==> src/rtl/cov_mem_arbiter_if.sv <==
// Requester-side bus of the Cov_MEM arbiter: one instance per master
// (host/loader or convolution core).
interface cov_mem_arbiter_if #(
    parameter int ADDR_W = 32,
    parameter int DATA_W = 32
);
    logic              req;
    logic              we;
    logic              lock;
    logic [ADDR_W-1:0] adr;
    logic [DATA_W-1:0] wdata;
    logic              gnt;
    logic              rvalid;
    logic [DATA_W-1:0] rdata;

    modport master (
        output req, we, lock, adr, wdata,
        input  gnt, rvalid, rdata
    );

    modport slave (
        input  req, we, lock, adr, wdata,
        output gnt, rvalid, rdata
    );
endinterface

==> src/rtl/cov_mem_arbiter.sv <==
// Round-robin arbiter with burst lock sharing the single-port Cov_MEM between
// the loader (m0) and Cov_Top (m1); registers the RAM command and routes read data back.
module cov_mem_arbiter #(
    parameter int ADDR_W = 32,
    parameter int DATA_W = 32,
    parameter int RD_LAT = 1
) (
    input  logic              clk,
    input  logic              reset,
    cov_mem_arbiter_if.slave  m0,
    cov_mem_arbiter_if.slave  m1,
    output logic [ADDR_W-1:0] ram_adr,
    output logic [DATA_W-1:0] ram_wdata,
    input  logic [DATA_W-1:0] ram_rdata,
    output logic              ram_wr_en,
    output logic              ram_rd_en,
    output logic              busy
);

    typedef enum logic [1:0] {
        IDLE  = 2'd0,
        LOCK0 = 2'd1,
        LOCK1 = 2'd2
    } state_t;

    state_t            state;
    logic              rr_last;
    logic              gnt0;
    logic              gnt1;
    logic              any_gnt;
    logic              win_we;
    logic [ADDR_W-1:0] win_adr;
    logic [DATA_W-1:0] win_wdata;

    // Read tags: bit k is the tag k+1 edges after the granting edge.
    logic [RD_LAT:0]   tag_vld_p;
    logic [RD_LAT:0]   tag_id_p;
    logic [DATA_W-1:0] m0_rdata_q;
    logic [DATA_W-1:0] m1_rdata_q;

    // Grant decode: combinational from state, rr_last and requests only.
    always_comb begin
        gnt0 = 1'b0;
        gnt1 = 1'b0;
        case (state)
            IDLE: begin
                gnt0 = m0.req & (~m1.req | rr_last);
                gnt1 = m1.req & (~m0.req | ~rr_last);
            end
            LOCK0:   gnt0 = m0.req;
            LOCK1:   gnt1 = m1.req;
            default: begin
                gnt0 = 1'b0;
                gnt1 = 1'b0;
            end
        endcase
    end

    assign any_gnt   = gnt0 | gnt1;
    assign win_we    = gnt1 ? m1.we    : m0.we;
    assign win_adr   = gnt1 ? m1.adr   : m0.adr;
    assign win_wdata = gnt1 ? m1.wdata : m0.wdata;

    assign m0.gnt = gnt0;
    assign m1.gnt = gnt1;

    always_ff @(posedge clk) begin
        if (reset) begin
            state   <= IDLE;
            rr_last <= 1'b1;
        end else if (gnt0) begin
            rr_last <= 1'b0;
            state   <= m0.lock ? LOCK0 : IDLE;
        end else if (gnt1) begin
            rr_last <= 1'b1;
            state   <= m1.lock ? LOCK1 : IDLE;
        end else begin
            // A lock owner that drops its request gives the RAM back.
            state <= IDLE;
        end
    end

    // Stage p0: registered RAM command, on the pins the cycle after the grant.
    always_ff @(posedge clk) begin
        if (reset) begin
            ram_adr   <= '0;
            ram_wdata <= '0;
            ram_wr_en <= 1'b0;
            ram_rd_en <= 1'b0;
        end else begin
            ram_wr_en <= any_gnt & win_we;
            ram_rd_en <= any_gnt & ~win_we;
            if (any_gnt) begin
                ram_adr   <= win_adr;
                ram_wdata <= win_wdata;
            end
        end
    end

    // Stages p0..pRD_LAT: read tag shift register, last stage is rvalid.
    always_ff @(posedge clk) begin
        if (reset) begin
            tag_vld_p <= '0;
            tag_id_p  <= '0;
        end else begin
            tag_vld_p <= {tag_vld_p[RD_LAT-1:0], any_gnt & ~win_we};
            tag_id_p  <= {tag_id_p[RD_LAT-1:0], gnt1};
        end
    end

    // RAM data is sampled on the same edge that moves the tag into the last stage.
    always_ff @(posedge clk) begin
        if (reset) begin
            m0_rdata_q <= '0;
            m1_rdata_q <= '0;
        end else begin
            if (tag_vld_p[RD_LAT-1] & ~tag_id_p[RD_LAT-1])
                m0_rdata_q <= ram_rdata;
            if (tag_vld_p[RD_LAT-1] & tag_id_p[RD_LAT-1])
                m1_rdata_q <= ram_rdata;
        end
    end

    assign m0.rvalid = tag_vld_p[RD_LAT] & ~tag_id_p[RD_LAT];
    assign m1.rvalid = tag_vld_p[RD_LAT] & tag_id_p[RD_LAT];
    assign m0.rdata  = m0_rdata_q;
    assign m1.rdata  = m1_rdata_q;

    assign busy = (|tag_vld_p) | (state != IDLE);

endmodule

==> src/flat_wrapper.sv <==
// flat-port wrapper written by rule: the top's interface ports become plain ports
module cov_mem_arbiter_flat 
#(
    parameter int ADDR_W = 32,
    parameter int DATA_W = 32,
    parameter int RD_LAT = 1
)
  (clk, reset, ram_adr, ram_wdata, ram_rdata, ram_wr_en, ram_rd_en, busy, m0_req, m0_we, m0_lock, m0_adr, m0_wdata, m0_gnt, m0_rvalid, m0_rdata, m1_req, m1_we, m1_lock, m1_adr, m1_wdata, m1_gnt, m1_rvalid, m1_rdata);
  cov_mem_arbiter_if #(.ADDR_W(ADDR_W), .DATA_W(DATA_W)) m0_i ();
  cov_mem_arbiter_if #(.ADDR_W(ADDR_W), .DATA_W(DATA_W)) m1_i ();
  input  logic clk;
  input  logic reset;
  output logic [ADDR_W-1:0] ram_adr;
  output logic [DATA_W-1:0] ram_wdata;
  input  logic [DATA_W-1:0] ram_rdata;
  output logic ram_wr_en;
  output logic ram_rd_en;
  output logic busy;
  input wire logic [$bits(m0_i.req)-1:0] m0_req;
  input wire logic [$bits(m0_i.we)-1:0] m0_we;
  input wire logic [$bits(m0_i.lock)-1:0] m0_lock;
  input wire logic [$bits(m0_i.adr)-1:0] m0_adr;
  input wire logic [$bits(m0_i.wdata)-1:0] m0_wdata;
  output wire logic [$bits(m0_i.gnt)-1:0] m0_gnt;
  output wire logic [$bits(m0_i.rvalid)-1:0] m0_rvalid;
  output wire logic [$bits(m0_i.rdata)-1:0] m0_rdata;
  input wire logic [$bits(m1_i.req)-1:0] m1_req;
  input wire logic [$bits(m1_i.we)-1:0] m1_we;
  input wire logic [$bits(m1_i.lock)-1:0] m1_lock;
  input wire logic [$bits(m1_i.adr)-1:0] m1_adr;
  input wire logic [$bits(m1_i.wdata)-1:0] m1_wdata;
  output wire logic [$bits(m1_i.gnt)-1:0] m1_gnt;
  output wire logic [$bits(m1_i.rvalid)-1:0] m1_rvalid;
  output wire logic [$bits(m1_i.rdata)-1:0] m1_rdata;
  assign m0_i.req = m0_req;
  assign m0_i.we = m0_we;
  assign m0_i.lock = m0_lock;
  assign m0_i.adr = m0_adr;
  assign m0_i.wdata = m0_wdata;
  assign m0_gnt = m0_i.gnt;
  assign m0_rvalid = m0_i.rvalid;
  assign m0_rdata = m0_i.rdata;
  assign m1_i.req = m1_req;
  assign m1_i.we = m1_we;
  assign m1_i.lock = m1_lock;
  assign m1_i.adr = m1_adr;
  assign m1_i.wdata = m1_wdata;
  assign m1_gnt = m1_i.gnt;
  assign m1_rvalid = m1_i.rvalid;
  assign m1_rdata = m1_i.rdata;
  cov_mem_arbiter #(.ADDR_W(ADDR_W), .DATA_W(DATA_W), .RD_LAT(RD_LAT)) u_core (.clk(clk), .reset(reset), .m0(m0_i), .m1(m1_i), .ram_adr(ram_adr), .ram_wdata(ram_wdata), .ram_rdata(ram_rdata), .ram_wr_en(ram_wr_en), .ram_rd_en(ram_rd_en), .busy(busy));
endmodule
==> config.mk <==
export PLATFORM = sky130hd
export DESIGN_NAME = cov_mem_arbiter_flat
export DESIGN_NICKNAME = d
export VERILOG_FILES = /design/src/rtl/cov_mem_arbiter_if.sv /design/src/rtl/cov_mem_arbiter.sv /design/src/flat_wrapper.sv
export SDC_FILE = /design/constraint.sdc
export NUM_CORES = 1
export LEC_CHECK = 0
export CAP_MARGIN = 10
export CORE_ASPECT_RATIO = 0.6
export CORE_MARGIN = 4
export CORE_UTILIZATION = 40
export CTS_BUF_LIST = sky130_fd_sc_hd__clkbuf_4 sky130_fd_sc_hd__clkbuf_8 sky130_fd_sc_hd__clkbuf_16
export CTS_CLUSTER_DIAMETER = 50
export CTS_CLUSTER_SIZE = 24
export DETAILED_ROUTE_END_ITERATION = 10
export MAX_ROUTING_LAYER = met4
export PLACE_DENSITY = 0.8
export SLEW_MARGIN = 20
export SYNTH_ARGS = -nofsm -noshare
export SYNTH_HDL_FRONTEND = slang
export SYNTH_SLANG_ARGS = --single-unit
==> constraint.sdc <==
create_clock -name clk -period 1.86 [get_ports clk]
set_input_delay 0.558 -clock clk [delete_from_list [all_inputs] [get_ports clk]]
set_output_delay 0.558 -clock clk [all_outputs]
set_load 0.01 [all_outputs]
======== After elaboration in Yosys (flattened, before gate mapping) ========
Cells that the tools add are included.
cells by class
  eq/ne operators ......................... 2
  multiplexer cells ....................... 11
  bitwise operators ....................... 18
  reduce and logical (&&, ||, !) cells .... 4
operators with widths
  kind                count
  $mux 32             2
  $and 1x1->1         8
  $mux 2              3
  $not 1->1           6
  $mux 1              4
  $or 1x1->1          4
  $pmux 1 s2          2
  $reduce_bool 2->1   2
  $eq 2x1->1 const B  1
  $eq 2x2->1 const B  1
  $logic_not 2->1     1
  $reduce_or 2->1     1
storage, ports and cells
  register bits after elaboration ......... 137
  input port bits ......................... 168
  output and inout port bits .............. 135
  logic and storage cells ................. 45

======== Longest topological paths before layout ========
  depth after elaboration ................. 7
  mapped depth ............................ 6
  gate-level depth less buffers ........... 3

======== Worst setup path after synthesis ========
Ideal clock, no wire load.
  kind .................................... input-to-output
  start ................................... input port m1_req
  end ..................................... output port m0_gnt
  arrival time ............................ 1.272 ns
  setup slack ............................. 0.030 ns
  cell stages on the path ................. 6
  path buffers ............................ 3
  cell sequence ........................... nand2b_1 buf_2 buf_4 buf_2 nor2_1 nor2_1
on the way
  word-level cells in the longest chain between the ends .. 4
ends and longest elaborated chain
  item         RTL line               source
  from (decl)  flat_wrapper.sv:27     input wire logic [$bits(m1_i.req)-1:0] m1_req;
  $not 1->1    cov_mem_arbiter.sv:47  gnt0 = m0.req & (~m1.req | rr_last);
  $or 1x1->1   cov_mem_arbiter.sv:47
  $and 1x1->1  cov_mem_arbiter.sv:47
  $pmux 1 s2   cov_mem_arbiter.sv:45  case (state)
  to (decl)    flat_wrapper.sv:24     output wire logic [$bits(m0_i.gnt)-1:0] m0_gnt;
Every way passes these cells.

======== Worst setup path in the final report ========
  start ................................... register u_core.tag_vld_p[0]
  end ..................................... output port busy
on the way
  word-level cells in the longest chain between the ends .. 2
ends and longest elaborated chain
  item                    RTL line                source
  from (decl)             cov_mem_arbiter.sv:36   logic [RD_LAT:0] tag_vld_p;
  from (signal assigned)  cov_mem_arbiter.sv:106  tag_vld_p <= {tag_vld_p[RD_LAT-1:0], any_gnt & ~win_we};
  $reduce_or 2->1         cov_mem_arbiter.sv:129  assign busy = (|tag_vld_p) | (state != IDLE);
  $or 1x1->1              cov_mem_arbiter.sv:129
  to (decl)               flat_wrapper.sv:18      output logic busy;
Every way passes these cells.

==> impl_metrics.csv <==
group,metric,value,unit
run_status,status,"finished, violations left",
run_status,violations,"setup timing",
drt,route.detailed.drc,0,
drt,vias,6231,
sta,grt_setup_unrepaired,"true",
sta,fmax,516,MHz
sta,hold_viol_final,0,
global_routing,grt_pass1_wl,32700,µm
sta,relSlewSlack,47.4,%
critical_path,cp_data_arrival_time,1.38,ns
yosys,yosys_warnings,0,
sta,setup_viol,1,
placed_design,gp_congestion,0.829,
floorplanning,ioPinCount,303,
floorplanning,chipHeight,103,µm
power_and_ir_drop,internal-power,5.73,mW
cells_and_area,post-route-cell-area,9890,µm²
global_routing,grt_max_degree,125,
yosys,synth_cells,692,
sta,fin_skew,0.0132,ns
floorplanning,die_w,166,µm
drt,first_pass_iters,5,
clock_tree,cts_tree,"done",
yosys,synth.distinct_cells,25,
placed_design,numPortBuffers,302,
power_and_ir_drop,switchingPower,2.24,mW
global_routing,gr-total-overflow,0,
critical_path,start_kind,"flop",
clock_tree,cts-root-to-sink-buffers,2,
sta,hold_slack,0.449,ns
floorplanning,initial_utilization,41.2,%
power_and_ir_drop,p_sw_share,28.1,%
critical_path,path_cells,"or4_4 -> buf_6",
cells_and_area,final_core_util,67.6,%
yosys,ys_seq_area_share,45.2,%
cells_and_area,area_delta_synth_final,64.0,%
yosys,synth_nets,860,
global_routing,grt_pass1_vias,6000,
placed_design,place_area,9240,µm²
critical_path,cp-end-kind,"output port",
drt,wire_per_inst,18.6,µm
clock_tree,cts.clk_slew.worst_paths,0.07,ns
critical_path,critPathBufInv,1,
critical_path,crit_fanout,2,
sta,tightestPinTransition,0.790,ns
clock_tree,hold_buffers,0,
sta,min_period_over_period,104,%
drt,ant_nets,0,
clock_tree,clkSinkCount,136,
drt,via_per_inst,5.29,
cells_and_area,finalNetCount,1134,
global_routing,antenna_found_initial,0,
critical_path,crit_family,"simple AND/OR/NAND/NOR gates",
critical_path,required,1.30,ns
power_and_ir_drop,leakage,4.63,nW
job,max_cap_viol_count,0,
yosys,yosys.area.top_type,"dfxtp_1",
hold_path,hp-class,"flop to flop",
clock_tree,clkLatencyLatePin,0.41,ns
clock_tree,clockRootBuffer,"clkbuf_16",
power_and_ir_drop,clkPwrFrac,39.9,%
floorplanning,fp-row-count,34,
power_and_ir_drop,combinationalPowerShare,19.7,%
cells_and_area,layout-drive-gt1-share,8.27,%
cells_and_area,antenna_cells,0,
clock_tree,cts-buffers-inserted,17,
global_routing,grt_usage,24.3,%
power_and_ir_drop,vdd_drop_max,0.589,mV
drt,finalWirelength,21900,µm
power_and_ir_drop,power_frac_seq,40.3,%
critical_path,slowest_stage,"or4_4",
power_and_ir_drop,power_density,806,nW/µm²
yosys,netlist_area,6030,µm²
sta,fin_ws,-0.0765,ns
sta,maxSlewViolCount,0,
yosys,synth_seq_cells,136,
yosys,synth_area_leaders,"dfxtp_1, a21oi_1, a221o_1",
floorplanning,core,14600,µm²
critical_path,cpPeakStageDelay,0.52,ns
drt,drtIter0Drc,590,
sta,min_period,1.94,ns
yosys,syn_avg_cell_area,8.71,µm²
clock_tree,cts_max_level,4,
yosys,synth_top_area_share,45.2,%
critical_path,path_class,"flop to output port",
placed_design,hpwl,14500,µm
floorplanning,die_area,17200,µm²
power groups by stage:
stage	combinational (mW)	sequential [mW]	clock [mW]
2_1_floorplan	0.599	3.36	0
3_3_place_gp	1.63	3.28	0
3_5_place_dp	1.64	3.28	0
4_1_cts	1.55	3.22	3.25
5_1_grt	1.68	3.24	3.38
6_report	1.57	3.22	3.18
worst paths after layout:
path                                   start                                end  slack, ns  cells past startpoint
max           u_core.tag_vld_p[0]$_SDFF_PP0_                               busy      -0.08                      2
min          u_core.m1.rdata[3]$_SDFFE_PP0P_    u_core.m1.rdata[3]$_SDFFE_PP0P_       0.45                      2
min reg2reg  u_core.m1.rdata[3]$_SDFFE_PP0P_    u_core.m1.rdata[3]$_SDFFE_PP0P_       0.45                      2
max reg2reg       u_core.state[1]$_SDFF_PP0_  u_core.ram_wdata[21]$_SDFFE_PP0P_       0.17                      5
cell usage in the layout (no fill, tap or decap), types with 5 or more instances in the layout:
cell,n
nand2_1,129
clkdlybuf4s50_1,164
dlymetal6s2s_1,46
buf_12,8
dfxtp_1,133
inv_6,6
clkbuf_16,18
dlygate4sd2_1,86
buf_6,5
buf_4,21
nor4b_1,65
nand2b_1,65
a21oi_1,129
a221o_1,64
synth_stat cells:
| library cell | n |
|---|---|
| and2b_1 | 1 |
| buf_6 | 8 |
| nor3b_1 | 2 |
| o21ai_0 | 1 |
| clkbuf_1 | 40 |
| nand2b_4 | 1 |
| a21o_1 | 1 |
| buf_2 | 24 |
| nand3_1 | 1 |
| inv_1 | 1 |
| nor4b_1 | 65 |
| buf_1 | 5 |
| nor2_1 | 3 |
| nand2b_1 | 66 |
| and2_1 | 2 |
| a21oi_1 | 129 |
| or4_1 | 1 |
| dfxtp_1 | 136 |
| buf_4 | 3 |
| nor2b_1 | 4 |
| and3b_1 | 2 |
| nand2_1 | 130 |
| nand3b_1 | 1 |
| a211o_1 | 1 |
| a221o_1 | 64 |
worst register-to-register path: stages (launching register included):
cell and delay (ns):
dfxtp_2 0.32, buf_6 0.11, nand3b_1 0.18, nand2_2 0.11
buf_4 0.62, a221o_1 0.30
what timing repair did:
item,CTS,global route
cloned,0,1
buffers inserted,0,3
setup endpoints to repair,151,63
resized for setup,103,59
pin swaps,1,2
metal layers:
metal | GRT usage (%) | vias up | routed length, µm
met4 | 4.90 | 0 | 222
met1 | 30.9 | 2921 | 9470
met3 | 7.85 | 18 | 1870
met2 | 38.4 | 256 | 10300
li1 | - | 3036 | -
met5 | - | - | 0
stage by stage:
stage,power (mW),cells,TNS [ns],worst slack (ns)
after CTS,8.02,1173,-0.0852,-0.0808
after global placement,4.91,1141,-31.90,-0.581
after global routing,8.31,1177,-0.150,-0.116
after floorplan,3.96,692,0,0.0304
final,7.97,1177,-0.0765,-0.0765
after detailed placement,4.92,1141,-33.42,-0.585
sequential cells by signal (all words and copies together) (netlist names):
name / flops
u_core.state: 2
u_core.ram_wdata: 32
u_core.m0.rdata: 32
u_core.rr_last: 1
u_core.tag_id_p: 2
u_core.ram_adr: 32
u_core.m1.rdata: 32
u_core.tag_vld_p: 2
u_core.ram_wr_en: 1
area by class of cell:
class | count | area, µm²
Clock buffer | 17 | 425
Clock inverter | 15 | 131
Fill cell | 1225 | 4750
Inverter | 1 | 3.75
Multi-Input combinational cell | 475 | 2930
Sequential cell | 136 | 2730
Tap cell | 198 | 248
Timing Repair Buffer | 335 | 3420
logic make-up (layout without fill, tap and decap cells):
| group | count (synthesis) | count (layout) | share of synthesized area (%) |
|---|---|---|---|
| AO/OA/AOI/OAI | 196 | 196 | 21.7 |
| AND/OR/NAND/NOR | 279 | 279 | 26.4 |
| buffers and inverters | 81 | 368 | 6.72 |
| flip-flops | 136 | 136 | 45.2 |
No activity file was read; power rests on OpenSTA's default activity.
